[src/rtl/fma_norm.sv]
// Normalization back end for the fused multiply-add datapath.
// Takes the raw unnormalized sum mantissa, its true exponent and an upstream
// truncation flag, and returns a hidden-bit-normalized fraction, a saturated
// exponent and round/sticky bits for the posit encoder.
//
// Two-stage valid/ready pipeline: stage 1 registers the input beat together
// with its leading-zero count; stage 2 shifts, adjusts and saturates.
//
// Ports:
//   clk_i, rst_i            clock, synchronous active-high reset
//   valid_i / ready_o       input handshake
//   mant_i, te_i            raw mantissa magnitude, signed total exponent
//   frac_truncated_i        upstream dropped nonzero bits
//   valid_o / ready_i       output handshake
//   frac_o, te_o            fraction below the leading one, saturated exponent
//   round_o, sticky_o       first bit below frac_o, OR of everything lower
//   zero_o                  mantissa was zero
//   overflow_o/underflow_o  te_o saturated at +max / -min
module fma_norm #(
    parameter int unsigned TE_BITS       = 7,
    parameter int unsigned MANT_IN_SIZE  = 57,
    parameter int unsigned POINT_POS     = 54,
    parameter int unsigned FRAC_OUT_SIZE = 14
) (
    input  logic                     clk_i,
    input  logic                     rst_i,
    input  logic                     valid_i,
    output logic                     ready_o,
    input  logic [MANT_IN_SIZE-1:0]  mant_i,
    input  logic [TE_BITS-1:0]       te_i,
    input  logic                     frac_truncated_i,
    output logic                     valid_o,
    input  logic                     ready_i,
    output logic [FRAC_OUT_SIZE-1:0] frac_o,
    output logic [TE_BITS-1:0]       te_o,
    output logic                     round_o,
    output logic                     sticky_o,
    output logic                     zero_o,
    output logic                     overflow_o,
    output logic                     underflow_o
);

    localparam int unsigned LzcW = $clog2(MANT_IN_SIZE + 1);
    localparam int unsigned EW   = TE_BITS + $clog2(MANT_IN_SIZE) + 2;
    // Bits left below the round bit once the leading one sits at the MSB.
    localparam int unsigned LowW = MANT_IN_SIZE - 2 - FRAC_OUT_SIZE;

    localparam logic signed [EW-1:0] EMax = EW'((1 << (TE_BITS - 1)) - 1);
    localparam logic signed [EW-1:0] EMin = EW'(-(1 << (TE_BITS - 1)));

    // Handshake
    logic s1_valid_q, s1_valid_d;
    logic s2_valid_q, s2_valid_d;
    logic s1_advance, s2_advance;

    assign s2_advance = !s2_valid_q || ready_i;
    assign s1_advance = !s1_valid_q || s2_advance;
    assign ready_o    = !s1_valid_q || s1_advance;

    // Stage 1 state
    logic [MANT_IN_SIZE-1:0] s1_mant_q, s1_mant_d;
    logic [TE_BITS-1:0]      s1_te_q, s1_te_d;
    logic                    s1_trunc_q, s1_trunc_d;
    logic [LzcW-1:0]         s1_lzc_q, s1_lzc_d;
    logic                    s1_zero_q, s1_zero_d;
    logic [LzcW-1:0]         lzc;

    // Stage 2 (output) state
    logic [FRAC_OUT_SIZE-1:0] frac_q, frac_d;
    logic [TE_BITS-1:0]       te_q, te_d;
    logic                     round_q, round_d;
    logic                     sticky_q, sticky_d;
    logic                     zero_q, zero_d;
    logic                     ovf_q, ovf_d;
    logic                     unf_q, unf_d;

    // Ascending scan: the last hit is the highest set bit.
    always_comb begin
        lzc = LzcW'(MANT_IN_SIZE);
        for (int i = 0; i < int'(MANT_IN_SIZE); i++) begin
            if (mant_i[i]) lzc = LzcW'(int'(MANT_IN_SIZE) - 1 - i);
        end
    end

    always_comb begin
        s1_valid_d = s1_valid_q;
        s1_mant_d  = s1_mant_q;
        s1_te_d    = s1_te_q;
        s1_trunc_d = s1_trunc_q;
        s1_lzc_d   = s1_lzc_q;
        s1_zero_d  = s1_zero_q;
        if (ready_o) begin
            s1_valid_d = valid_i;
            if (valid_i) begin
                s1_mant_d  = mant_i;
                s1_te_d    = te_i;
                s1_trunc_d = frac_truncated_i;
                s1_lzc_d   = lzc;
                s1_zero_d  = (mant_i == '0);
            end
        end
    end

    logic [MANT_IN_SIZE-1:0] shifted;
    logic signed [EW-1:0]    te_ext, lzc_ext, e;

    always_comb begin
        // Shift-in zeros fill any missing low fraction/round bits.
        shifted = s1_mant_q << s1_lzc_q;
        te_ext  = {{(EW - TE_BITS){s1_te_q[TE_BITS-1]}}, s1_te_q};
        lzc_ext = {{(EW - LzcW){1'b0}}, s1_lzc_q};
        // e = te + msb - POINT_POS, with msb = MANT_IN_SIZE-1-lzc
        e = te_ext + $signed(EW'(MANT_IN_SIZE - 1)) - lzc_ext - $signed(EW'(POINT_POS));

        s2_valid_d = s2_valid_q;
        frac_d     = frac_q;
        te_d       = te_q;
        round_d    = round_q;
        sticky_d   = sticky_q;
        zero_d     = zero_q;
        ovf_d      = ovf_q;
        unf_d      = unf_q;
        if (s2_advance) begin
            s2_valid_d = s1_valid_q;
            if (s1_valid_q) begin
                frac_d   = shifted[MANT_IN_SIZE-2 -: FRAC_OUT_SIZE];
                round_d  = shifted[LowW];
                sticky_d = (|shifted[LowW-1:0]) | s1_trunc_q;
                zero_d   = s1_zero_q;
                ovf_d    = 1'b0;
                unf_d    = 1'b0;
                if (s1_zero_q) begin
                    frac_d  = '0;
                    te_d    = '0;
                    round_d = 1'b0;
                end else if (e > EMax) begin
                    te_d  = EMax[TE_BITS-1:0];
                    ovf_d = 1'b1;
                end else if (e < EMin) begin
                    te_d  = EMin[TE_BITS-1:0];
                    unf_d = 1'b1;
                end else begin
                    te_d = e[TE_BITS-1:0];
                end
            end
        end
    end

    always_ff @(posedge clk_i) begin
        if (rst_i) begin
            s1_valid_q <= 1'b0;
            s1_mant_q  <= '0;
            s1_te_q    <= '0;
            s1_trunc_q <= 1'b0;
            s1_lzc_q   <= '0;
            s1_zero_q  <= 1'b0;
            s2_valid_q <= 1'b0;
            frac_q     <= '0;
            te_q       <= '0;
            round_q    <= 1'b0;
            sticky_q   <= 1'b0;
            zero_q     <= 1'b0;
            ovf_q      <= 1'b0;
            unf_q      <= 1'b0;
        end else begin
            s1_valid_q <= s1_valid_d;
            s1_mant_q  <= s1_mant_d;
            s1_te_q    <= s1_te_d;
            s1_trunc_q <= s1_trunc_d;
            s1_lzc_q   <= s1_lzc_d;
            s1_zero_q  <= s1_zero_d;
            s2_valid_q <= s2_valid_d;
            frac_q     <= frac_d;
            te_q       <= te_d;
            round_q    <= round_d;
            sticky_q   <= sticky_d;
            zero_q     <= zero_d;
            ovf_q      <= ovf_d;
            unf_q      <= unf_d;
        end
    end

    assign valid_o     = s2_valid_q;
    assign frac_o      = frac_q;
    assign te_o        = te_q;
    assign round_o     = round_q;
    assign sticky_o    = sticky_q;
    assign zero_o      = zero_q;
    assign overflow_o  = ovf_q;
    assign underflow_o = unf_q;

endmodule

[config.mk]
export PLATFORM = sky130hd
export DESIGN_NAME = fma_norm
export DESIGN_NICKNAME = d
export VERILOG_FILES = /design/src/rtl/fma_norm.sv
export SDC_FILE = /design/constraint.sdc
export NUM_CORES = 1
export LEC_CHECK = 0
export CAP_MARGIN = 20
export CORE_ASPECT_RATIO = 1.75
export CORE_MARGIN = 2
export CORE_UTILIZATION = 60
export DETAILED_ROUTE_END_ITERATION = 16
export PLACE_DENSITY = 0.95
export SETUP_SLACK_MARGIN = 0.02
export SKIP_CTS_REPAIR_TIMING = 1
export SLEW_MARGIN = 0
export SYNTH_ARGS = -nofsm -noshare
export SYNTH_HDL_FRONTEND = slang
export SYNTH_SLANG_ARGS = --single-unit
[constraint.sdc]
create_clock -name clk_i -period 9.98 [get_ports clk_i]
set_input_delay 2.994 -clock clk_i [delete_from_list [all_inputs] [get_ports clk_i]]
set_output_delay 2.994 -clock clk_i [all_outputs]
set_load 0.02 [all_outputs]
==> flow_summary.yaml, run 1 <==
synthesis:
  muxShareOfSynthArea_pct: 22.93
  synth-xor-area-share_pct: 0.3293
  syn_area_per_cell_sq_um: 7.853
  synthAdderAreaFrac_pct: 2.133
  netlist_area_sq_um: 7979
  synth_compound_area_share_pct: 22.46
  ys_seq_area_share_pct: 24.84
  synth-simple-area-share_pct: 21.08
  synth_top_area_share_pct: 24.84
  synth_common_cells: "nand2_1 (207), a21oi_1 (117), dfxtp_1 (99)"
  synth_top_family_by_area: "multiplexers"
  yosysWarnings: 0
  synth-seq-cells: 99
  synth_ff_type: "dfxtp_1"
  synth_enable_flop_cells: 0
  synth_top_area_cell: "dfxtp_1"
  ys_types: 77
  synthTopCellsByArea: "dfxtp_1 (25%), nand2_1 (9.7%), mux4_2 (9.3%)"
  synthArstFlopShare_pct: 0
  syn_nets: 1098
  synth_most_common_cell: "nand2_1"
  synthesis.instances: 1016
setup_path:
  cp-startpoint: "ready_i"
  required_ns: 6.99
  reg2reg_to: "sticky_o$_SDFFE_PP0P_"
  crit_fanout: 4
  rr_startpoint: "s1_lzc_q[1]$_SDFFE_PP0P_"
  critPathKind: "in -> out"
  cp.arrival_ns: 4.34
  cp-endpoint: "ready_o"
  r2r_slack_ns: 6.15
  critPathLaunchType: "primary input"
  rr_worst_depth: 8
  end_kind: "output pin"
sta:
  max_slew_margin_pct: 35.89
  hold_viol: 0
  hold-worst-slack_ns: 0.4564
  finClkSkew_ns: 0.01492
  finalCritPeriodShare_pct: 73.53
  period_minus_slack_ns: 7.339
  slew_viol_final: 0
  grt_setup_unrepaired: "no"
  tightest_slew_ns: 0.9581
  max_freq_ghz: 0.1363
  setup_viol: 0
  tns_ns: 0
clock_tree:
  path_clk_slew_ns: 0.07
  numCtsBuffers: 9
  clockBufferDepth: 2
  cts_tree: "yes"
  htree_levels: 3
  cts-root-buf: "clkbuf_16"
  clock_sinks: 99
  clock_latency_ns: 0.36
route:
  drt_iter0_drc: 884
  first_pass_iters: 6
  ant_nets: 0
  vias_per_cell: 6.600
  via_count: 8138
  drc: 0
  wirelength_microns: 23650
  wl_per_cell_microns: 19.18
layout:
  nFillCells: 1025
  final_area_sq_um: 9140
  finalNonFillerCells: 1233
  n_antenna_cell: 0
  areaGrowthSynthToFinish_pct: 14.55
  final_core_util_pct: 70.65
  drive_gt1_share_pct: 10.83
  nets: 1139
power_and_ir_drop:
  irDropWorstVdd_mv: 0.1018
  power_leakage_uw: 0.003338
  power_density_nw_per_um2: 119.1
placed_design:
  portBuffers: 96
  dp_cells: 1217
  dpl.hpwl_microns: 17340
  post_dp_cell_area_sq_um: 8837
  gp_congestion: 0.9652
grt:
  grt_max_degree: 86
  overflow: 0
  grt_pass1_wl_microns: 37610
  grt_antenna_before_repair: 0
  grt_pass1_vias: 7520
  track_usage_pct: 32.69
run:
  drv_cap: 0
die:
  ioPinCount: 97
  start_util_pct: 61.67
  fp.dieArea_sq_um: 14270
  core_sq_um: 12940
  row_count: 55
  die_h_microns: 156.6
  fp.dieW_microns: 91.17
min_path:
  hold_class: "reg -> reg"
  hold_start: "s1_trunc_q$_SDFFE_PP0P_"
outcome:
  status: "completed"
cells in the final DEF (no fill, tap or decap), types with 7 or more instances in the layout:
| cell | instances |
|---|---|
| inv_1 | 24 |
| nor2_1 | 95 |
| nand2b_1 | 11 |
| nor3_1 | 17 |
| mux2i_1 | 54 |
| nor4_1 | 16 |
| o211ai_1 | 9 |
| clkbuf_16 | 9 |
| mux4_2 | 33 |
| a22oi_1 | 9 |
| a211oi_1 | 7 |
| dfxtp_1 | 96 |
| mux2_2 | 38 |
| clkdlybuf4s50_1 | 95 |
| o21ai_0 | 36 |
| a31oi_1 | 8 |
| buf_4 | 10 |
| o22ai_1 | 15 |
| ha_1 | 12 |
| nand2_1 | 206 |
| a22o_1 | 13 |
| a21oi_1 | 117 |
metal layers:
layer | GRT usage (%) | wire length [microns] | vias to the layer above
met5 | 0 | 0 | -
met4 | 18.61 | 1274 | 0
met3 | 3.563 | 1557 | 85
met2 | 57.67 | 12000 | 465
met1 | 38.28 | 8818 | 3792
li1 | - | - | 3796
how the worst min path moves through the flow:
stage | slack, ns | end | depth (start not counted)
finish | 0.46 | s1_trunc_q$_SDFFE_PP0P_ | 2
global route | 0.47 | s1_te_q[6]$_SDFFE_PP0P_ | 2
CTS | 0.46 | s1_trunc_q$_SDFFE_PP0P_ | 2
detailed placement | 0.45 | s1_trunc_q$_SDFFE_PP0P_ | 2
global placement | 0.43 | te_o[2]$_SDFFE_PP0P_ | 2
floorplan | 0.43 | s1_mant_q[55]$_SDFFE_PP0P_ | 2
power by group:
group	internal (uW)	leakage, uW	switching [uW]	total, uW
Sequential	416	0.000814	21.5	438
Combinational	129	0.00238	158	288
Clock	199	0.000147	165	364
critical path: stages:
cell and delay (ns):
clkdlybuf4s50_1 0.40, nor2b_1 0.24, nand2_1 0.15, clkdlybuf4s50_1 0.56
metrics by stage:
stage,worst slack (ns),power (uW)
finish,2.641,1089
global route,2.592,1129
detailed placement,2.663,724.6
floorplan,3.628,628.6
global placement,2.719,718.9
CTS,2.665,1081
flip-flops by register name, indices dropped and copies added (netlist names):
name	count
s1_trunc_q	1
s1_te_q	7
overflow_o	1
frac_o	14
s1_lzc_q	6
sticky_o	1
valid_o	1
s1_zero_q	1
underflow_o	1
te_o	7
s1_valid_q	1
round_o	1
zero_o	1
s1_mant_q	56
kinds of logic (layout without fill, tap and decap cells):
kind of cell	Yosys count	in the layout
AND/OR/NAND/NOR	387	387
AO/OA/AOI/OAI	280	280
multiplexers	131	131
buffers and inverters	103	149
flip-flops	99	99
adder cells (fa/ha/maj)	13	13
XOR/XNOR	3	3
cell type report:
| class | instances | area [sq um] | area share [%] |
|---|---|---|---|
| inverters | 27 | 101.3 | 1.109 |
| repair buffers | 106 | 1031 | 11.28 |
| well taps | 171 | 214.0 | 2.341 |
| clock buffers | 10 | 229.0 | 2.505 |
| clock inverters | 6 | 73.82 | 0.8077 |
| flip-flops and latches | 99 | 1988 | 21.75 |
| multi-input cells | 814 | 5503 | 60.21 |
(Power assumes the default switching activity.)
==> run 2: changes to the inputs <==
CORE_UTILIZATION = 57   (was 60)
PLACE_DENSITY = 0.91   (was 0.95)
clock period = 7.6 ns   (was 9.98 ns; I/O delays follow)
==> run 2 against run 1 <==
Compared with the run above:
- register-to-register slack worse by 2.4 ns
- first-iteration DRC count decreased by 10%
- clock-buffer cell count unchanged
- critical path depth unchanged
- clock power grew 22%
- cell area is essentially flat
- utilization is 4.3 points lower
- flip-flop and latch count unchanged
- highest routed layer unchanged
- sequential share of layout area is essentially flat
- critical path type unchanged
- sequential power increased by 31%
- total power is 28% higher
- die area up 5.1%
==> flow_summary.yaml, run 2 (synthesis results as in run 1) <==
outcome:
  status: "completed"
clock_tree:
  path_clk_slew_ns: 0.07
  cts-root-buf: "clkbuf_16"
  clock_sinks: 99
  numCtsBuffers: 9
  clock_latency_ns: 0.35
  clockBufferDepth: 2
  htree_levels: 3
  cts_tree: "yes"
layout:
  largest_reg_flops: 56
  final_cell_mix: "nand2_1 (206), a21oi_1 (117), dfxtp_1 (96), nor2_1 (95), clkdlybuf4s50_1 (95)"
  nets: 1139
  final_common_cell: "nand2_1"
  n_antenna_cell: 0
  final_core_util_pct: 66.34
  areaGrowthSynthToFinish_pct: 14.44
  drive_gt1_share_pct: 10.83
  nFillCells: 1147
  regMostFlops: "s1_mant_q"
setup_path:
  end_kind: "output pin"
  r2r_slack_ns: 3.71
  critPathLaunchType: "primary input"
  path_common_cell: "clkdlybuf4s50_1"
  path_buf_inv: 2
  cp_slowest_cell: "clkdlybuf4s50_1"
  cp-startpoint: "ready_i"
  reg2reg_to: "sticky_o$_SDFFE_PP0P_"
  slowest_delay_ns: 0.55
  required_ns: 5.32
  cp.arrival_ns: 3.61
  critPathKind: "in -> out"
  rr_worst_depth: 9
  crit_fanout: 4
  path_delay_family: "buffers and inverters"
  rr_startpoint: "s1_lzc_q[1]$_SDFFE_PP0P_"
  crit_path_cell_trace: "clkdlybuf4s50_1, nor2b_1, nand2_1, clkdlybuf4s50_1"
route:
  drc: 0
  via_count: 8049
  wirelength_microns: 23350
  first_pass_iters: 5
  wl_per_cell_microns: 18.85
  ant_nets: 0
  vias_per_cell: 6.496
  drt_iter0_drc: 795
sta:
  hold_viol: 0
  max_slew_margin_pct: 34.70
  max_freq_ghz: 0.1699
  tns_ns: 0
  slew_viol_final: 0
  setup_viol: 0
  grt_setup_unrepaired: "no"
  finalCritPeriodShare_pct: 77.45
  tightest_slew_ns: 0.9760
  finClkSkew_ns: 0.01007
  period_minus_slack_ns: 5.886
die:
  fp.dieW_microns: 93.44
  ioPinCount: 97
  start_util_pct: 57.97
  row_count: 57
  core_sq_um: 13760
  die_h_microns: 160.5
  fp.dieArea_sq_um: 15000
power_and_ir_drop:
  p_clk_share_pct: 31.8
  p_seq_share_pct: 41.1
  p_sw_uw: 448.9
  power_leakage_uw: 0.003332
  irDropWorstVdd_mv: 0.1174
  swShare_pct: 32.16
  p_int_uw: 947.0
  power_density_nw_per_um2: 152.9
  combPwrFrac_pct: 27.0
grt:
  track_usage_pct: 31.63
  grt_antenna_before_repair: 0
  grt_max_degree: 86
  grt_pass1_wl_microns: 38050
  grt_pass1_vias: 7454
  overflow: 0
placed_design:
  dpl.hpwl_microns: 17390
  portBuffers: 96
  gp_congestion: 1.008
min_path:
  hold_start: "s1_te_q[0]$_SDFFE_PP0P_"
  min_delay_path_depth: 2
  hold_class: "reg -> reg"
  hold_path_end: "s1_te_q[0]$_SDFFE_PP0P_"
run:
  drv_cap: 0
run 2: worst max-delay path by stage:
stage / slack [ns] / to / cells past startpoint
final: 1.71 / ready_o / 4
after global placement: 1.77 / ready_o / 4
after floorplan: 2.68 / ready_o / 2
after CTS: 1.71 / ready_o / 4
after global routing: 1.64 / ready_o / 4
after detailed placement: 1.72 / ready_o / 4
run 2: power groups by stage:
stage	combinational (uW)	clock [uW]	sequential (uW)
3_5_place_dp	367	0	585
2_1_floorplan	239	0	586
4_1_cts	369	444	573
5_1_grt	409	472	578
6_report	377	444	574
3_3_place_gp	362	0	583
run 2: worst register-to-register path, cell delays in order, from the launching register on:
cell,delay [ns]
dfxtp_4,0.46
buf_4,0.73
mux2i_1,0.63
mux2i_1,0.22
o21bai_2,0.23
mux2i_1,0.18
or4_1,0.57
nor4_1,0.26
nand4_1,0.21
a41o_1,0.28
run 2: cell type report:
class,instances,area [sq um],share of cell area [%]
clock buffers,10,229.0,2.508
clock inverters,6,57.56,0.6303
inverters,27,101.3,1.110
multi-input cells,814,5503,60.26
flip-flops and latches,99,1988,21.77
well taps,177,221.5,2.425
repair buffers,106,1031,11.29
run 2: through the flow:
stage	total power, uW	cell area, sq um	cells	worst slack (ns)	hold slack (ns)
finish	1396	9131	1239	1.714	0.4625
global route	1458	9131	1239	1.642	0.4907
CTS	1386	9131	1239	1.711	0.4575
detailed placement	951.8	8845	1223	1.717	0.4471
global placement	944.8	8845	1223	1.769	0.4368
floorplan	825.4	7979	1016	2.676	0.4334
run 2: layer usage:
metal	share of wire, %	vias up	GRT usage (%)
met5	0	-	0
met4	5.8	0	17.98
met3	5.6	95	3.752
met2	51	396	53.14
met1	37	3759	38.65
li1	-	3799	-
==> run 3: changes to the inputs <==
clock period = 6.2 ns   (was 7.6 ns; I/O delays follow)
==> run 3 against run 2 <==
Compared with the run above:
- flip-flop and latch count stayed put
- first-iteration DRC count rose by 4.8%
- largest cell class unchanged
- combinational power up 21%
- sequential share of layout area decreased by 0.11 points
- cell area increased by 0.51%
==> flow_summary.yaml, run 3 (synthesis results as in run 1) <==
sta:
  slew_viol_final: 0
  max_freq_ghz: 0.1976
  setup_viol: 0
  hold-worst-slack_ns: 0.4530
  period_minus_slack_ns: 5.060
  finClkSkew_ns: 0.01305
  finalCritPeriodShare_pct: 81.62
  max_slew_margin_pct: 32.03
  tightest_slew_ns: 1.006
  hold_viol: 0
  grt_setup_unrepaired: "no"
  tns_ns: 0
run:
  drv_cap: 0
clock_tree:
  clock_latency_ns: 0.35
  numCtsBuffers: 9
  cts_tree: "yes"
  cts-root-buf: "clkbuf_16"
  path_clk_slew_ns: 0.07
  clockBufferDepth: 2
  clock_sinks: 99
  htree_levels: 3
die:
  fp.dieArea_sq_um: 15000
  ioPinCount: 97
  core_sq_um: 13760
  row_count: 57
  fp.dieW_microns: 93.44
  start_util_pct: 57.97
  die_h_microns: 160.5
grt:
  grt_antenna_before_repair: 0
  grt_pass1_wl_microns: 37830
  track_usage_pct: 31.31
  grt_pass1_vias: 7618
  overflow: 0
  grt_max_degree: 86
route:
  drt_iter0_drc: 833
  wirelength_microns: 23350
  ant_nets: 0
  drc: 0
  wl_per_cell_microns: 18.83
  via_count: 8015
  first_pass_iters: 8
  vias_per_cell: 6.464
layout:
  regMostFlops: "s1_mant_q"
  drive_gt1_share_pct: 10.91
  nFillCells: 1126
  nets: 1140
  final_core_util_pct: 66.68
  final_area_sq_um: 9178
  n_antenna_cell: 0
  areaGrowthSynthToFinish_pct: 15.02
  final_common_cell: "nand2_1"
  final_cell_mix: "nand2_1 (206), a21oi_1 (117), dfxtp_1 (96), nor2_1 (95), clkdlybuf4s50_1 (95)"
  largest_reg_flops: 56
placed_design:
  portBuffers: 96
  dpl.hpwl_microns: 17420
  gp_congestion: 0.9827
  post_dp_cell_area_sq_um: 8845
outcome:
  status: "completed"
setup_path:
  required_ns: 4.34
  reg2reg_to: "sticky_o$_SDFFE_PP0P_"
  crit_path_cell_trace: "clkdlybuf4s50_1, nor2b_1, nand2_1, clkdlybuf4s50_1"
  crit_fanout: 4
  cp_slowest_cell: "clkdlybuf4s50_1"
  r2r_slack_ns: 2.27
  end_kind: "output pin"
  slowest_delay_ns: 0.55
  critPathKind: "in -> out"
  path_common_cell: "clkdlybuf4s50_1"
  cp.arrival_ns: 3.20
  critPathLaunchType: "primary input"
  rr_startpoint: "s1_lzc_q[1]$_SDFFE_PP0P_"
  rr_worst_depth: 8
power_and_ir_drop:
  total_power_uw: 1754
  irDropWorstVdd_mv: 0.1383
  power_density_nw_per_um2: 191.1
  power_leakage_uw: 0.003353
min_path:
  min_delay_path_depth: 2
  hold_start: "te_o[1]$_SDFFE_PP0P_"
  hold_path_end: "te_o[1]$_SDFFE_PP0P_"
  hold_class: "reg -> reg"
run 3: cell count changes in the layout (fill, tap and decap cells not counted):
cell and change:
buf_12 +1, bufinv_16 +1, clkinv_8 +1, inv_6 -1, inv_8 -1
run 3: routing by layer:
| layer | up-vias | routed length, microns | global-route usage (%) |
|---|---|---|---|
| li1 | 3807 | - | - |
| met2 | 382 | 12030 | 54.28 |
| met1 | 3724 | 8765 | 37.55 |
| met4 | 0 | 1316 | 16.58 |
| met5 | - | 0 | 0 |
| met3 | 102 | 1240 | 3.236 |
run 3: how the worst max path moves through the flow:
stage | start | to | slack (ns)
after CTS | ready_i | ready_o | 1.15
after global routing | ready_i | ready_o | 1.08
after global placement | ready_i | ready_o | 1.21
after floorplan | ready_i | ready_o | 2.12
after detailed placement | ready_i | ready_o | 1.16
final | ready_i | ready_o | 1.14
run 3: per-stage QoR:
| step | std cells | setup slack [ns] |
|---|---|---|
| floorplan | 1016 | 2.116 |
| global placement | 1223 | 1.212 |
| detailed placement | 1223 | 1.158 |
| CTS | 1239 | 1.151 |
| global route | 1240 | 1.078 |
| finish | 1240 | 1.140 |
run 3: critical path: cells and delay by family:
| kind | cells | cell delay (ns) |
|---|---|---|
| and+or+nand+nor | 2 | 0.37 |
| buffers and inverters | 2 | 0.97 |
run 3: area by class of cell:
class / instances / area, sq um / share of cell area (%)
multi-input cells: 814 / 5503 / 59.96
flip-flops and latches: 99 / 1988 / 21.66
repair buffers: 107 / 1051 / 11.45
clock buffers: 10 / 229.0 / 2.495
well taps: 177 / 221.5 / 2.413
inverters: 27 / 101.3 / 1.104
clock inverters: 6 / 83.83 / 0.9134
run 3: power by group:
part / leakage [uW] / total (uW) / switching (uW) / internal, uW
Clock: 0.000152 / 585 / 263 / 322
Sequential: 0.000814 / 710 / 40.0 / 670
Combinational: 0.00239 / 458 / 249 / 210
